`src/rtl/wombat_regbank_pkg.sv`:
```
// Shared constants and FSM encodings for the wombat AXI4-Lite register bank.
package wombat_regbank_pkg;

    localparam logic [1:0]  RESP_OKAY     = 2'b00;
    localparam logic [1:0]  RESP_SLVERR   = 2'b10;
    localparam logic [31:0] READ_UNMAPPED = 32'hDEADBEEF;

    // RO window starts at 1 << OFFSET_MSB; anything above bit OFFSET_MSB is unmapped.
    localparam int unsigned RO_OFFSET  = 'h400;
    localparam int unsigned OFFSET_MSB = 10;

    typedef enum logic {
        W_IDLE = 1'b0,
        W_RESP = 1'b1
    } wr_state_e;

    typedef enum logic {
        R_IDLE = 1'b0,
        R_DATA = 1'b1
    } rd_state_e;

endpackage

```
`src/rtl/wombat_regbank_decode.sv`:
```
// Combinational byte-offset decode into RW / RO / unmapped plus 8-bit register index.
// Purely combinational; used by both the write and the read channel.
module wombat_regbank_decode
    import wombat_regbank_pkg::*;
#(
    parameter int unsigned ADDR_W = 32,
    parameter int unsigned NUM_RW = 4,
    parameter int unsigned NUM_RO = 4
) (
    input  logic [ADDR_W-1:0] offset_i,
    output logic              is_rw_o,
    output logic              is_ro_o,
    output logic [7:0]        index_o,
    output logic              unmapped_o
);

    logic       high_clear;
    logic [8:0] idx_ext;
    logic       unused_low_bits;

    generate
        if (ADDR_W > OFFSET_MSB + 1) begin : g_high
            assign high_clear = ~|offset_i[ADDR_W-1:OFFSET_MSB+1];
        end else begin : g_no_high
            assign high_clear = 1'b1;
        end
    endgenerate

    assign index_o    = offset_i[OFFSET_MSB-1:2];
    assign idx_ext    = {1'b0, index_o};
    assign is_rw_o    = high_clear && !offset_i[OFFSET_MSB] && (idx_ext < 9'(NUM_RW));
    assign is_ro_o    = high_clear &&  offset_i[OFFSET_MSB] && (idx_ext < 9'(NUM_RO));
    assign unmapped_o = !(is_rw_o || is_ro_o);

    // Sub-word byte offset carries no meaning for 32-bit registers.
    assign unused_low_bits = ^offset_i[1:0];

endmodule

```
`src/rtl/wombat_axil_regbank.sv`:
```
// AXI4-Lite bank of RW control and RO status registers with optional clear-on-read.
// Write/read responses one cycle after the last handshake; B/R stalls hold the channel busy.
module wombat_axil_regbank
    import wombat_regbank_pkg::*;
#(
    parameter logic [31:0]            C_BASE_ADDRESS     = 32'h0000_0000,
    parameter int unsigned            C_S_AXI_ADDR_WIDTH = 32,
    parameter int unsigned            C_S_AXI_DATA_WIDTH = 32,
    parameter int unsigned            C_NUM_RW           = 4,
    parameter int unsigned            C_NUM_RO           = 4,
    parameter logic [255:0]           C_COR_MASK         = '0,
    parameter logic [32*C_NUM_RW-1:0] C_RW_DEFAULT       = '0
) (
    input  logic                            S_AXI_ACLK,
    input  logic                            S_AXI_ARESETN,
    input  logic [C_S_AXI_ADDR_WIDTH-1:0]   S_AXI_AWADDR,
    input  logic                            S_AXI_AWVALID,
    output logic                            S_AXI_AWREADY,
    input  logic [C_S_AXI_DATA_WIDTH-1:0]   S_AXI_WDATA,
    input  logic [C_S_AXI_DATA_WIDTH/8-1:0] S_AXI_WSTRB,
    input  logic                            S_AXI_WVALID,
    output logic                            S_AXI_WREADY,
    output logic [1:0]                      S_AXI_BRESP,
    output logic                            S_AXI_BVALID,
    input  logic                            S_AXI_BREADY,
    input  logic [C_S_AXI_ADDR_WIDTH-1:0]   S_AXI_ARADDR,
    input  logic                            S_AXI_ARVALID,
    output logic                            S_AXI_ARREADY,
    output logic [C_S_AXI_DATA_WIDTH-1:0]   S_AXI_RDATA,
    output logic [1:0]                      S_AXI_RRESP,
    output logic                            S_AXI_RVALID,
    input  logic                            S_AXI_RREADY,
    output logic [32*C_NUM_RW-1:0]          rw_regs,
    output logic [C_NUM_RW-1:0]             rw_wr_pulse,
    input  logic [32*C_NUM_RO-1:0]          ro_regs,
    output logic [C_NUM_RO-1:0]             ro_rd_clear
);

    localparam int unsigned AW = C_S_AXI_ADDR_WIDTH;
    localparam int unsigned SW = C_S_AXI_DATA_WIDTH / 8;
    localparam logic [AW-1:0] BASE = AW'(C_BASE_ADDRESS);

    generate
        if (C_S_AXI_DATA_WIDTH != 32) begin : g_bad_data_width
            $error("wombat_axil_regbank: C_S_AXI_DATA_WIDTH must be 32");
        end
        if (C_NUM_RW < 1 || C_NUM_RW > 256) begin : g_bad_num_rw
            $error("wombat_axil_regbank: C_NUM_RW must be 1..256");
        end
        if (C_NUM_RO < 1 || C_NUM_RO > 256) begin : g_bad_num_ro
            $error("wombat_axil_regbank: C_NUM_RO must be 1..256");
        end
        if (AW < OFFSET_MSB + 1) begin : g_bad_addr_width
            $error("wombat_axil_regbank: address too narrow for the register map");
        end
    endgenerate

    wr_state_e wr_state_q, wr_state_d;
    rd_state_e rd_state_q, rd_state_d;

    // Holds readies low for the first edge after reset release.
    logic                ready_en_q;
    logic                aw_held_q, w_held_q;
    logic [AW-1:0]       awaddr_q;
    logic [31:0]         wdata_q;
    logic [SW-1:0]       wstrb_q;

    logic [31:0]         rw_q [C_NUM_RW];
    logic [31:0]         rw_d [C_NUM_RW];
    logic [C_NUM_RW-1:0] wr_pulse_q, wr_pulse_d;
    logic [1:0]          bresp_q, bresp_d;
    logic [31:0]         rdata_q;
    logic [1:0]          rresp_q;
    logic [C_NUM_RO-1:0] rd_clear_q, rd_clear_d;

    logic          aw_hs, w_hs, ar_hs, wr_go;
    logic [AW-1:0] wr_addr;
    logic [31:0]   wr_data;
    logic [SW-1:0] wr_strb;
    logic          wr_is_rw, wr_is_ro, wr_unmapped;
    logic [7:0]    wr_index;
    logic          rd_is_rw, rd_is_ro, rd_unmapped;
    logic [7:0]    rd_index;
    logic [31:0]   rd_val;
    logic [1:0]    rd_resp;

    // ---------------- write channel ----------------
    assign aw_hs   = S_AXI_AWVALID && S_AXI_AWREADY;
    assign w_hs    = S_AXI_WVALID && S_AXI_WREADY;
    assign wr_go   = (wr_state_q == W_IDLE) && (aw_held_q || aw_hs) && (w_held_q || w_hs);
    assign wr_addr = aw_held_q ? awaddr_q : S_AXI_AWADDR;
    assign wr_data = w_held_q ? wdata_q : S_AXI_WDATA;
    assign wr_strb = w_held_q ? wstrb_q : S_AXI_WSTRB;

    wombat_regbank_decode #(.ADDR_W(AW), .NUM_RW(C_NUM_RW), .NUM_RO(C_NUM_RO)) u_wr_dec (
        .offset_i   (wr_addr ^ BASE),
        .is_rw_o    (wr_is_rw),
        .is_ro_o    (wr_is_ro),
        .index_o    (wr_index),
        .unmapped_o (wr_unmapped)
    );

    always_ff @(posedge S_AXI_ACLK or negedge S_AXI_ARESETN) begin
        if (!S_AXI_ARESETN) begin
            wr_state_q <= W_IDLE;
            rd_state_q <= R_IDLE;
            ready_en_q <= 1'b0;
        end else begin
            wr_state_q <= wr_state_d;
            rd_state_q <= rd_state_d;
            ready_en_q <= 1'b1;
        end
    end

    always_comb begin
        wr_state_d = wr_state_q;
        case (wr_state_q)
            W_IDLE:  if (wr_go) wr_state_d = W_RESP;
            W_RESP:  if (S_AXI_BREADY) wr_state_d = W_IDLE;
            default: wr_state_d = W_IDLE;
        endcase
    end

    always_comb begin
        S_AXI_AWREADY = ready_en_q && (wr_state_q == W_IDLE) && !aw_held_q;
        S_AXI_WREADY  = ready_en_q && (wr_state_q == W_IDLE) && !w_held_q;
        S_AXI_BVALID  = (wr_state_q == W_RESP);
    end

    always_ff @(posedge S_AXI_ACLK or negedge S_AXI_ARESETN) begin
        if (!S_AXI_ARESETN) begin
            aw_held_q <= 1'b0;
            w_held_q  <= 1'b0;
            awaddr_q  <= '0;
            wdata_q   <= '0;
            wstrb_q   <= '0;
        end else if (wr_go) begin
            aw_held_q <= 1'b0;
            w_held_q  <= 1'b0;
        end else begin
            if (aw_hs) begin
                aw_held_q <= 1'b1;
                awaddr_q  <= S_AXI_AWADDR;
            end
            if (w_hs) begin
                w_held_q <= 1'b1;
                wdata_q  <= S_AXI_WDATA;
                wstrb_q  <= S_AXI_WSTRB;
            end
        end
    end

    // Write pulse fires for any mapped RW write, even with an all-zero strobe.
    always_comb begin
        rw_d       = rw_q;
        wr_pulse_d = '0;
        bresp_d    = bresp_q;
        if (wr_go) begin
            bresp_d = (wr_unmapped || wr_is_ro) ? RESP_SLVERR : RESP_OKAY;
            if (wr_is_rw) begin
                for (int i = 0; i < C_NUM_RW; i++) begin
                    if (wr_index == 8'(i)) begin
                        wr_pulse_d[i] = 1'b1;
                        for (int b = 0; b < SW; b++) begin
                            if (wr_strb[b]) rw_d[i][8*b +: 8] = wr_data[8*b +: 8];
                        end
                    end
                end
            end
        end
    end

    always_ff @(posedge S_AXI_ACLK or negedge S_AXI_ARESETN) begin
        if (!S_AXI_ARESETN) begin
            for (int i = 0; i < C_NUM_RW; i++) rw_q[i] <= C_RW_DEFAULT[32*i +: 32];
            wr_pulse_q <= '0;
            bresp_q    <= RESP_OKAY;
        end else begin
            rw_q       <= rw_d;
            wr_pulse_q <= wr_pulse_d;
            bresp_q    <= bresp_d;
        end
    end

    // ---------------- read channel ----------------
    assign ar_hs = S_AXI_ARVALID && S_AXI_ARREADY;

    wombat_regbank_decode #(.ADDR_W(AW), .NUM_RW(C_NUM_RW), .NUM_RO(C_NUM_RO)) u_rd_dec (
        .offset_i   (S_AXI_ARADDR ^ BASE),
        .is_rw_o    (rd_is_rw),
        .is_ro_o    (rd_is_ro),
        .index_o    (rd_index),
        .unmapped_o (rd_unmapped)
    );

    always_comb begin
        rd_state_d = rd_state_q;
        case (rd_state_q)
            R_IDLE:  if (ar_hs) rd_state_d = R_DATA;
            R_DATA:  if (S_AXI_RREADY) rd_state_d = R_IDLE;
            default: rd_state_d = R_IDLE;
        endcase
    end

    always_comb begin
        S_AXI_ARREADY = ready_en_q && (rd_state_q == R_IDLE);
        S_AXI_RVALID  = (rd_state_q == R_DATA);
    end

    // Reads of RW return the pre-write value when a write lands on the same edge.
    always_comb begin
        rd_val     = READ_UNMAPPED;
        rd_resp    = rd_unmapped ? RESP_SLVERR : RESP_OKAY;
        rd_clear_d = '0;
        for (int i = 0; i < C_NUM_RW; i++) begin
            if (rd_is_rw && rd_index == 8'(i)) rd_val = rw_q[i];
        end
        for (int j = 0; j < C_NUM_RO; j++) begin
            if (rd_is_ro && rd_index == 8'(j)) begin
                rd_val        = ro_regs[32*j +: 32];
                rd_clear_d[j] = ar_hs && C_COR_MASK[j];
            end
        end
    end

    always_ff @(posedge S_AXI_ACLK or negedge S_AXI_ARESETN) begin
        if (!S_AXI_ARESETN) begin
            rdata_q    <= '0;
            rresp_q    <= RESP_OKAY;
            rd_clear_q <= '0;
        end else begin
            rd_clear_q <= rd_clear_d;
            if (ar_hs) begin
                rdata_q <= rd_val;
                rresp_q <= rd_resp;
            end
        end
    end

    generate
        for (genvar i = 0; i < C_NUM_RW; i++) begin : g_rw_out
            assign rw_regs[32*i +: 32] = rw_q[i];
        end
    endgenerate

    assign rw_wr_pulse = wr_pulse_q;
    assign ro_rd_clear = rd_clear_q;
    assign S_AXI_BRESP = bresp_q;
    assign S_AXI_RDATA = rdata_q;
    assign S_AXI_RRESP = rresp_q;

endmodule
```
`config.mk`:
```
export PLATFORM = sky130hd
export DESIGN_NAME = wombat_axil_regbank
export DESIGN_NICKNAME = d
export VERILOG_FILES = /design/src/rtl/wombat_regbank_pkg.sv /design/src/rtl/wombat_regbank_decode.sv /design/src/rtl/wombat_axil_regbank.sv
export SDC_FILE = /design/constraint.sdc
export NUM_CORES = 1
export LEC_CHECK = 0
export ABC_AREA = 1
export BUFFER_PORTS_ARGS = -buffer_cell sky130_fd_sc_hd__buf_2
export CORE_MARGIN = 10
export CORE_UTILIZATION = 46
export DETAILED_ROUTE_END_ITERATION = 8
export PLACE_DENSITY = 0.8
export SYNTH_ARGS = -nofsm -noshare
export SYNTH_HDL_FRONTEND = slang
export SYNTH_SLANG_ARGS = --single-unit
```
`constraint.sdc`:
```
create_clock -name S_AXI_ACLK -period 2.1 [get_ports S_AXI_ACLK]
set_clock_uncertainty 0.1 [all_clocks]
set_input_delay 0.21 -clock S_AXI_ACLK [delete_from_list [all_inputs] [get_ports S_AXI_ACLK]]
set_output_delay 0.21 -clock S_AXI_ACLK [all_outputs]
set_load 0.02 [all_outputs]
```
# Yosys cells after proc, flatten, opt, wreduce, memory -nomap -nowiden
# Cells that the tools add are included.
# op_classes
magnitude_cmp	2
n_eq_ne	6
n_mux	29
n_bitwise	3
reduce_logical	61
# op_table
op	count
two-way mux 32 bit	10
AND reduction 4 bit	16
OR reduction 21 bit	2
equality test 8 x 2 -> 1 bit (second input constant)	4
logical AND 1 bit	25
equality test 8 x 1 -> 1 bit (second input constant)	2
zero test 8 bit	2
less-than comparator 8 x 3 -> 1 bit (second input constant)	2
two-way mux 1 bit	12
two-way mux 4 bit	3
zero test 1 bit	7
logical OR 1 bit	5
two-way mux 2 bit	2
one-hot mux 1 bit (2 select lines)	2
AND reduction 2 bit	2
nonzero test 2 bit	2
inverter 1 bit	3
# word_totals
ff_bits	241
inputBits	235
output_inout_bits	177
word_cells	129

# Longest topological paths before layout
# depth
word_depth	13
ltp_mapped	15

# Modules after synthesis
# A second synthesis with hierarchy kept.
# unflattened
cells_unflattened	1763
hier_area_um2	12948.7
# by_module_without_submodules
mod	instances	cells_per_inst	area_each_um2	seq_area_each_um2
wombat_axil_regbank	1	1685	12558.3	5980.7
wombat_regbank_decode	2	39	195.2	0.0

# Least setup slack after synthesis
# OpenSTA, ideal clock, no wires.
# synth_path
path_type	reg-to-reg
from	register wr_state_q (netlist: S_AXI_BVALID)
to	register rw_q (netlist bit rw_regs[14])
arrival_ns	2.266
required_ns	1.882
setup_slack_ns	-0.384
stages_incl_launch_ff	11
period_less_slack_ns	2.484
path_cell_list	dfrtp_1 nor3_1 and2_1 o21ai_1 nor2_4 nand2_1 inv_1 nand3_2 buf_6 nand2_1 o21ai_2
# synth_via
word_cells_on_any_way	11
classes_between	bitwise: 1; reduce/logical: 10
# synth_rtl
element	line_no	source
from (decl)	wombat_axil_regbank.sv:58	wr_state_e wr_state_q, wr_state_d;
from (signal assigned)	wombat_axil_regbank.sv:109	wr_state_q <= wr_state_d;
inverter 1 bit	-	
logical AND 1 bit (2 in a row)	wombat_axil_regbank.sv:126	S_AXI_WREADY = ready_en_q && (wr_state_q == W_IDLE) && !w_held_q;
named net S_AXI_WREADY	wombat_axil_regbank.sv:22	output logic S_AXI_WREADY,
logical AND 1 bit	wombat_axil_regbank.sv:89	assign w_hs = S_AXI_WVALID && S_AXI_WREADY;
logical OR 1 bit	wombat_axil_regbank.sv:90	assign wr_go = (wr_state_q == W_IDLE) && (aw_held_q || aw_hs) && (w_held_q || w_hs);
logical AND 1 bit	wombat_axil_regbank.sv:90	
AND reduction 4 bit (no line)	-	
to (signal assigned)	wombat_axil_regbank.sv:179	rw_q <= rw_d;
to (decl)	wombat_axil_regbank.sv:68	logic [31:0] rw_q [C_NUM_RW];
# The timed path passes the listed nets, and every way through them passes these cells.
# A chain may end at the register's enable or synchronous reset.

# Worst setup path in the final report
# layout_path
from	register awaddr_q[22]
to	register rw_q (netlist bit rw_regs[94])
# layout_via
elab_chain_len	6
# layout_lines
element	line_no	source
from (decl)	wombat_axil_regbank.sv:64	logic [AW-1:0] awaddr_q;
from (signal assigned)	wombat_axil_regbank.sv:134	awaddr_q <= '0;
from (signal assigned)	wombat_axil_regbank.sv:143	awaddr_q <= S_AXI_AWADDR;
two-way mux 32 bit	wombat_axil_regbank.sv:91	assign wr_addr = aw_held_q ? awaddr_q : S_AXI_AWADDR;
OR reduction 21 bit	wombat_regbank_decode.sv:23	assign high_clear = ~|offset_i[ADDR_W-1:OFFSET_MSB+1];
zero test 1 bit	wombat_regbank_decode.sv:23	
logical AND 1 bit (2 in a row)	wombat_regbank_decode.sv:31	assign is_rw_o = high_clear && !offset_i[OFFSET_MSB] && (idx_ext < 9'(NUM_RW));
AND reduction 4 bit (no line)	-	
# Every way passes these cells.

==> results.tsv <==
stage	metric	value	unit
outcome	outcome	complete, but fails checks	
outcome	violations	setup timing	
detailed_routing	via_per_inst	5.30	
setup_path	r2r_setup_slack	-110	ps
setup_path	setup.worst_path.start_class	register	
synth	async_flop_share	100	%
global_route	track_usage	30.4	%
floorplan	core_area	0.0269	mm2
detailed_routing	wl_per_cell	20.6	um
worst_hold_path	hold_path.class	in -> reg	
synth	synth_edf_count	0	
cts	clock-root-buffer	clkbuf_16	
synth	synth.distinct_cells	37	
timing	fin_crit	2210	ps
detailed_routing	drtIter0Drc	1373	
synth	synthCells	1692	
timing	relSlewSlack	43.8	%
floorplan	dieWidth	185	um
synth	synth.top_cell.area_share	47.4	%
detailed_routing	wl_met2	26.9	mm
setup_path	slowest_stage	dfrtp_1	
place	placed_area	0.0159	mm2
final_layout	synthToLayoutAreaGrowth	51.6	%
synth	syn_area	0.0125	mm2
detailed_routing	drcViolationCount	0	
global_route	grt_max_degree	75	
floorplan	rows	60	
cts	cts.htree.levels	1	
timing	finalSetupViolations	122	
synth	synth_most_common_cell	nand2_1	
setup_path	crit_top_cell	nand2_2	
synth	synthTopCellsByArea	dfrtp_1 47%, nand2_1 18%, o21ai_0 7.2%	
final_layout	fin_util	70.6	%
setup_path	critPathMaxStageDelay	420	ps
detailed_routing	wl_met1	20.6	mm
power_and_ir_drop	p_leak	10.1	nW
setup_path	path_buf_inv	2	
setup_path	endpoint_kind	register	
power_and_ir_drop	power.density	811	mW/mm2
global_route	grt_pass1_wl	81.4	mm
cts	path_clk_slew	60	ps
detailed_routing	wl_met3	4.91	mm
synth	synth-seq-area-share	47.4	%
floorplan	ioPinCount	412	
place	gp_congestion	0.965	
synth	synth_common_cells	600 x nand2_1, 237 x dfrtp_1, 237 x inv_1	
timing	finalSetupTns	-6450	ps
global_route	grt_pass1_vias	14300	
place	portBuffers	401	
cts	clock_latency	560	ps
timing	rsz0062_at_grt	true	
detailed_routing	totalWireLength	55.8	mm
place	dpl.hpwl	38.6	mm
cts	cts_buffers	26	
final_layout	final_area	0.0190	mm2
setup_path	required	2430	ps
timing	worst_slew_pin_slew	835	ps
cts	clock-sinks	237	
setup_path	path_class	reg -> reg	
setup_path	path_max_fanout	9	
floorplan	die_h	185	um
place	pre_cts_ws	-232	ps
power_and_ir_drop	power	15.4	mW
detailed_routing	drt_first_pass_iters	6	
global_route	grt_antenna_before_repair	5	
power_and_ir_drop	ir_worst_vdd	0.860	mV
job	cap_violations	0	
timing	max_freq	453	MHz
setup_path	cp_cell_sequence	nor4_2 -> nand2_1 -> nor2_2 -> nand4_1 -> nand2_2 -> nand2_2 -> buf_6 -> nor2_4 -> buf_12 -> o21ai_0	
cts	clk_path_buf_depth	3	
detailed_routing	vias	14400	
synth	ys.flop_type	dfrtp_1	
setup_path	cpLargestDelayFamily	simple AND/OR/NAND/NOR gates	
synth	synth-seq-cells	237	
floorplan	initial_utilization	46.6	%
timing	hold_viol	0	
timing	layout_setup_ws	-109	ps
detailed_routing	top_layer	met5	
synth	yosys.area.top_type	dfrtp_1	
final_layout	drive_above_1_share	32.2	%
timing	slew_viol_final	0	
global_route	grt_overflow_total	0	
final_layout	fin_nets	2582	
setup_path	critPathArrivalTime	2530	ps
cts	cts_tree	built	
floorplan	die_area	0.0342	mm2
synth	yosys_warnings	0	
detailed_routing	antenna_left	0	
timing	fin_crit_sh	105	%
synth	syn_avg_cell_area	7.40	um2
[layout by cell type (no fill, tap or decap), drive strengths merged, types with 7 or more instances in the layout]
cell,synthesis,final
nand2,604,604
inv,245,245
nor2,113,113
o21ai,208,208
dfrtp,237,237
nand4,74,74
or2,27,27
mux2,9,9
nor3,15,15
nand3,44,46
dlygate4sd3,0,150
conb,2,7
nor4,12,12
clkbuf,43,41
buf,33,541
nand3b,20,20
[power by group]
part	leakage [nW]	internal, mW	switching, mW
Clock	0.422	2.71	1.95
Combinational	6.80	2.03	2.78
Sequential	2.88	5.35	0.566
Total	10.1	10.1	5.29
[tightest hold or removal path: cells and delay by family]
kind	cells	cell delay, ps
buffers and inverters	1	70
and+or+nand+nor	5	350
[logic make-up after synthesis]
family          Yosys count  synth area share, %
compound gates          212                 9.09
simple gates            911                 32.2
buf+inv                 321                 10.4
flops                   237                 47.4
other cells               2               0.0600
mux                       9                0.810
[through the flow]
stage	hold WS, ps	cells
4_1_cts	6.54	2692
3_5_place_dp	82.8	2490
6_report	24.9	2711
2_1_floorplan	-186	1697
5_1_grt	50.3	2709
3_3_place_gp	73.7	2490
[repair_timing]
action                                  CTS  global route
pin swaps                                 6            23
gates cloned                              1             7
endpoints found under the setup margin  123           173
hold endpoints to repair                291             0
gates resized for setup                  76            75
hold buffers                            150             0
buffers inserted                          4             8
[final cells by class]
cell class | instances | area [um2]
diodes | 4 | 10.0
clock buffers | 36 | 738
clock inverters | 11 | 138
fillers | 1980 | 7900
inverters | 245 | 932
multi-input cells | 1141 | 5680
flip-flops and latches | 237 | 5930
well taps | 341 | 427
repair buffers | 696 | 5120
[registers in the layout (all words and copies together), names as in the netlist, 4 cells and up]
name	cells
S_AXI_RDATA	32
awaddr_q	30
rw_wr_pulse	4
rw_regs	128
wdata_q	32
wstrb_q	4
[worst paths after layout]
check | from | to | depth (start not counted)
min in group asynchronous | S_AXI_ARESETN | wdata_q[26] | 2
hold reg to reg | S_AXI_RDATA[30] | S_AXI_RDATA[30] | 2
setup reg to reg | awaddr_q[22] | rw_regs[94] | 10
max in group asynchronous | S_AXI_ARESETN | rw_regs[34] | 3
setup / recovery | awaddr_q[22] | rw_regs[94] | 10
hold / removal | ro_regs[18] | S_AXI_RDATA[18] | 6
[layer usage]
layer  track usage (%)  up-vias
met5                 0        -
met3              6.76      174
met4              15.7        2
met2              51.0      827
met1              35.8     6747
li1                  -     6616
Note: power is estimated with default switching activity, not from simulation.
